File: src/rtl/sar_compare_search.sv
// sar_compare_search: successive-approximation search driving an L/E/G comparator to recover an unknown target.
module sar_compare_search #(
    parameter int W = 3
) (
    input  logic         clk,
    input  logic         rst,
    input  logic         start,
    input  logic         cmp_l,
    input  logic         cmp_e,
    input  logic         cmp_g,
    output logic [W-1:0] guess,
    output logic         busy,
    output logic         done,
    output logic [W-1:0] result,
    output logic         exact,
    output logic         err
);
    localparam int IW = (W > 1) ? $clog2(W) : 1;

    typedef enum logic [1:0] {IDLE, TRIAL, DONE} state_t;

    state_t        state, state_n;
    logic [IW-1:0] idx, idx_n;
    logic [W-1:0]  guess_n, result_n, d;
    logic          exact_n, err_n;

    assign busy = (state == TRIAL);
    assign done = (state == DONE);

    always_ff @(posedge clk or posedge rst) begin
        if (rst) begin
            state  <= IDLE;
            idx    <= IW'(W - 1);
            guess  <= '0;
            result <= '0;
            exact  <= 1'b0;
            err    <= 1'b0;
        end else begin
            state  <= state_n;
            idx    <= idx_n;
            guess  <= guess_n;
            result <= result_n;
            exact  <= exact_n;
            err    <= err_n;
        end
    end

    // d is the guess with the bit under test resolved by the comparator verdict
    always_comb begin
        state_n  = state;
        idx_n    = idx;
        guess_n  = guess;
        result_n = result;
        exact_n  = exact;
        err_n    = err;
        d        = cmp_g ? (guess & ~(W'(1) << idx)) : guess;
        case (state)
            IDLE: begin
                if (start) begin
                    state_n = TRIAL;
                    guess_n = W'(1) << (W - 1);
                    idx_n   = IW'(W - 1);
                    exact_n = 1'b0;
                    err_n   = 1'b0;
                end
            end
            TRIAL: begin
                if (!$onehot({cmp_l, cmp_e, cmp_g})) begin
                    state_n  = DONE;
                    guess_n  = '0;
                    result_n = '0;
                    exact_n  = 1'b0;
                    err_n    = 1'b1;
                end else if (cmp_e) begin
                    state_n  = DONE;
                    guess_n  = '0;
                    result_n = guess;
                    exact_n  = 1'b1;
                end else if (idx == '0) begin
                    state_n  = DONE;
                    guess_n  = '0;
                    result_n = d;
                    exact_n  = 1'b0;
                end else begin
                    guess_n = d | (W'(1) << (idx - IW'(1)));
                    idx_n   = idx - IW'(1);
                end
            end
            DONE: begin
                state_n = IDLE;
                guess_n = '0;
            end
            default: state_n = IDLE;
        endcase
    end
endmodule

File: config.mk
export PLATFORM = sky130hd
export DESIGN_NAME = sar_compare_search
export DESIGN_NICKNAME = d
export VERILOG_FILES = /design/src/rtl/sar_compare_search.sv
export SDC_FILE = /design/constraint.sdc
export NUM_CORES = 1
export LEC_CHECK = 0
export BUFFER_PORTS_ARGS = -buffer_cell sky130_fd_sc_hd__buf_2
export CAP_MARGIN = 40
export CORE_MARGIN = 2
export CORE_UTILIZATION = 40
export CTS_BUF_LIST = sky130_fd_sc_hd__clkbuf_16
export CTS_CLUSTER_DIAMETER = 100
export DETAILED_ROUTE_END_ITERATION = 10
export GPL_ROUTABILITY_DRIVEN = 0
export GPL_TIMING_DRIVEN = 0
export REMOVE_ABC_BUFFERS = 1
export SLEW_MARGIN = 5
export SYNTH_ARGS = -nofsm -noshare
export SYNTH_HDL_FRONTEND = slang
export SYNTH_SLANG_ARGS = --single-unit
File: constraint.sdc
create_clock -name clk -period 2.5 [get_ports clk]
set_input_delay 0.5 -clock clk [delete_from_list [all_inputs] [get_ports clk]]
set_output_delay 0.5 -clock clk [all_outputs]
set_load 0.01 [all_outputs]
# [Word level (Yosys, flattened, before mapping)]
# Index checks and enable logic that the tools add are counted.
[totals] reg_bits=12 elab_cells=60
[op_classes] add_sub_neg=3 n_eq_ne=10 n_shift=2 mux=26 bitwise_logic=3 reduce_logical=10
[op_table] cell="3-bit two-way mux" n=8
[op_table] cell="2-bit two-way mux" n=8
[op_table] cell="3-bit case mux with 3 select lines" n=1
[op_table] cell="2-bit != test (second input constant)" n=4
[op_table] cell="2-bit case mux with 2 select lines" n=2
[op_table] cell="2-bit AND reduction" n=3
[op_table] cell="3-bit AND reduction" n=2
[op_table] cell="1-bit by 2-bit left shift with 3-bit output (first input constant)" n=2
[op_table] cell="1-bit two-way mux" n=5
[op_table] cell="5-bit AND reduction" n=1
[op_table] cell="2-bit by 1-bit == test with 1-bit output (second input constant)" n=2
[op_table] cell="2-bit zero test" n=2
[op_table] cell="4-bit by 3-bit != test with 1-bit output (second input constant)" n=1
[op_table] cell="1-bit case mux with 2 select lines" n=2
[op_table] cell="3-bit AND" n=1
[op_table] cell="3-bit by 2-bit != test with 1-bit output (second input constant)" n=1
[op_table] cell="3-bit inverter" n=1
[op_table] cell="3-bit bitwise OR" n=1
[op_table] cell="3-bit nonzero test" n=1
[op_table] cell="1-bit by 1-bit adder with 2-bit output" n=1
[op_table] cell="2-bit by 1-bit adder with 2-bit output" n=1
[op_table] cell="2-bit == test (second input constant)" n=1
[op_table] cell="2-bit by 1-bit != test with 1-bit output (second input constant)" n=1
[op_table] cell="2-bit nonzero test" n=1
[op_table] cell="2-bit by 1-bit subtractor with 2-bit output (second input constant)" n=1

# [Logic depth before layout (Yosys ltp)]
[depth] word_depth=9 mapped_depth=6 ltp_nobuf=5

# [Worst setup path before layout]
# Ideal clock, no wire load.
[synth_timing] kind="input-to-reg" from="in cmp_l" to="reg result[0]" arrival_ps=2082 slack_ps=293 path_stages=4 n_path_buf=0 path_cell_list="fa_1 or4b_1 nand2_1 mux2_2"
[synth_via] elab_chain_len=4
[synth_rtl] element="start: declaration" line="8" text="input logic cmp_l,"
[synth_rtl] element="2-bit by 1-bit adder with 2-bit output (implied by the code) (*)" line="68" text="if (!$onehot({cmp_l, cmp_e, cmp_g})) begin"
[synth_rtl] element="2-bit by 1-bit == test with 1-bit output (*)" line="68"
[synth_rtl] element="3-bit by 2-bit != test with 1-bit output (no line)"
[synth_rtl] element="2-bit AND reduction (no line)"
[synth_rtl] element="end signal: assignment" line="42" text="result <= result_n;"
[synth_rtl] element="end: declaration" line="14" text="output logic [W-1:0] result,"
# Every way passes the cells marked *; elsewhere a longest branch is shown, timed or not.
# A chain may end at the register's enable or synchronous reset.

# [Worst setup path in the final report]
[layout_timing] from="in cmp_e" to="reg result[1]"
[layout_via] elab_chain_len=5
[layout_rtl] element="start: declaration" line="9" text="input logic cmp_e,"
[layout_rtl] element="1-bit by 1-bit adder with 2-bit output (implied by the code)" line="68"
[layout_rtl] element="2-bit by 1-bit adder with 2-bit output (implied by the code)" line="68"
[layout_rtl] element="2-bit by 1-bit == test with 1-bit output" line="68"
[layout_rtl] element="3-bit by 2-bit != test with 1-bit output (no line)"
[layout_rtl] element="2-bit AND reduction (no line)"
# Several ways; a longest one is shown, not always the timed one.

==> out/results.tsv <==
metric	value	unit
RSZ-0062 raised after global routing	no	
router iterations before antenna repair	3	
pin count of the biggest net entering global routing	13	
Slew Viols, Final	0	
Final Net Count	108	
DRC violations left	0	
Mean Syn Cell Area	10.21	um2
antenna cells	0	
startpoint types	input pin	
flops & latches, synth	12	
CP Cell Sequence	buf_2 > fa_1 > or4b_1 > nand2_1 > mux2_2	
post-DR wirelength/cell	12.53	um
clock power share	28.3	%
Final Util	53.62	%
switching share of power	35.49	%
Final ANT Viol Nets	0	
Die X	47.76	um
Pint	0.0006492	W
Core Footprint	1764	um2
mux cell area share after synthesis	9.804	%
CTS Buf Count	3	
leak pwr	0.4839	nW
IO buf count	15	
Resized Gates After CTS	0	
Final Hold Viols	0	
worst min path class	in2async	
first-pass GRT wire length	2.428	mm
Initial Util	43.40	%
vias after detailed routing	593	
worst-case clock skew	1.796	ps
initial antenna violation count	0	
clk sinks	12	
Slew headroom	52.87	%
max-cap violations	0	
Synth warnings	0	
die area	2281	um2
sequential fraction of design power	28.9	%
largest family of logic cells by synthesized area	compound AO/OA/AOI/OAI gates	
final setup TNS	0	ps
H-tree level count	1	
post-synthesis xor/xnor area fraction	0	%
final worst-path cycle share	89.69	%
worst vdd ir	661.9	uV
cell row count	15	
post-DP HPWL	1.134	mm
aggregate global routing overflow	0	
CTS clk-pin slew, worst paths	40	ps
Post-Synth Adder-Cell Area	14.05	%
Post-synth EDFFs	0	
Simple-Gate Fraction of Synth Area	13.56	%
CP Capture Type	flop	
io pins	16	
routed vias/inst	5.025	
asr flop ratio synth	100.0	%
critical path class	in2reg	
post-synth top area cell	dfrtp_1	
critical path's largest stage delay	650	ps
Total GRT Usage	15.77	%
Mapped Cells	75	
WHS	262.0	ps
main flop type after synthesis	dfrtp_1	
Critical Path AT	2360	ps
Worst-Margin Slew	689.2	ps
CP top delay family	simple AND/OR/NAND/NOR gates	
fraction of layout cells with a size suffix above 1	24.73	%
post-route minimum period	2242	ps
CP max stage cell	fa_1	
share of the synthesized area in the top cell type	35.95	%
Final setup viols	0	
power share of the combinational group	42.8	%
Clk Latency, worst-skew pair	240	ps
Synth area leaders	dfrtp_1 36%, ha_1 11%, a21oi_1 5.2%	
Netlist cell types	26	
Synth Cell Area	765.7	um2
Die Ht	47.76	um
status	completed	
sequential cell area fraction in the yosys report	39.38	%
CTS tree	built	
Area Growth Syn to Fin	23.53	%
WP buf/inv	1	
Post-CTS Setup Inserts	0	
vias in the first global route	543	
DRT Wirelength	1.479	mm
Max Buffers Root-to-Sink	2	
Critical Path Fanout Max	7	
Max Freq	0.4460	GHz
CTS root buffer	clkbuf_16	
switching pwr	0.0003572	W
WP data required	2620	ps
initial DRC count	3	
Power Dens Cells	1064	nW/um2
post-synthesis compound-gate area fraction	18.63	%
hold-fix buffers at CTS	0	
total power draw	0.001006	W
==> state kept, by name, indices dropped and copies added (netlist names) <==
name,cells
guess,3
result,3
idx,2
state,2
err,1
exact,1
==> power groups by stage <==
stage | clock (W) | combinational, W | sequential [W]
floorplan | 0 | 0.000306 | 0.000301
global placement | 0 | 0.000430 | 0.000290
detailed placement | 0 | 0.000429 | 0.000293
CTS | 0.000292 | 0.000432 | 0.000291
global route | 0.000303 | 0.000491 | 0.000299
finish | 0.000285 | 0.000430 | 0.000291
==> final timing paths <==
check | start | end | slack (ps) | depth (start not counted)
max in group asynchronous | rst | idx[1] | 1900 | 2
min in group clk | result[1] | result[1] | 500 | 1
worst min-delay path | rst | result[0] | 260 | 2
worst min register to register | result[1] | result[1] | 500 | 1
worst max-delay path | cmp_e | result[1] | 260 | 5
worst max register to register | idx[1] | result[1] | 380 | 5
==> worst reg2reg max path, delay by kind of cell, from the launching register on <==
family                     cells  cell delay (ps)
muxes                          1              360
adders and majority gates      1              280
DFF                            1              540
buffers and inverters          1               90
and+or+nand+nor                2              740
==> synth_stat cells (2+ instances only) <==
master	instances
dfrtp_1	11
o22ai_1	2
nor2b_1	3
a21o_1	2
mux2i_1	3
inv_1	8
mux2_2	3
nand2_1	5
nor2_1	3
nand3b_1	4
a22o_1	3
ha_1	7
a21oi_1	8
==> logic make-up (layout without fill, tap and decap cells) <==
kind of cell | after synthesis | in the layout
adders and majority gates | 8 | 8
AOI/OAI and AO/OA | 21 | 21
and+or+nand+nor | 18 | 18
muxes | 7 | 7
buffers and inverters | 9 | 27
DFF | 12 | 12
==> layout by cell type (no fill, tap or decap), drive strengths merged <==
cell type and n:
nor2 3, nor2b 3, or4b 1, a21boi 1
a21oi 9, nand3b 4, a21o 2, ha 7
and3b 1, buf 15, o22a 1, nand2b 1
o31ai 1, o211ai 1, o22ai 2, mux2 4
mux2i 3, clkbuf 3, dfrtp 11, fa 1
nand2 5, a22o 3, dfstp 1, inv 9
a2111oi 1
==> layer usage <==
| layer | GRT usage (%) | up-vias | routed length [um] |
|---|---|---|---|
| li1 | - | 303 | - |
| met1 | 20.75 | 279 | 718 |
| met2 | 24.27 | 9 | 698 |
| met3 | 5.660 | 2 | 51 |
| met4 | 4.865 | 0 | 10 |
| met5 | 0 | - | 0 |
==> layout make-up <==
cell class / count / area (um2)
Clock inverter: 1 / 3.754
Inverter: 8 / 30.03
Multi-Input combinational cell: 54 / 429.2
Sequential cell: 12 / 301.5
Tap cell: 25 / 31.28
Timing Repair Buffer: 15 / 75.07
Clock buffer: 3 / 75.07
Fill cell: 167 / 818.3
==> per-stage QoR <==
step	setup WS (ps)	instance area (um2)	instances
6_report	257.7	945.9	118
2_1_floorplan	292.5	760.7	74
5_1_grt	191.5	945.9	118
3_5_place_dp	17.60	867.1	114
4_1_cts	248.6	945.9	118
3_3_place_gp	-20.19	867.1	114
Note: power is estimated with default switching activity, not from simulation.
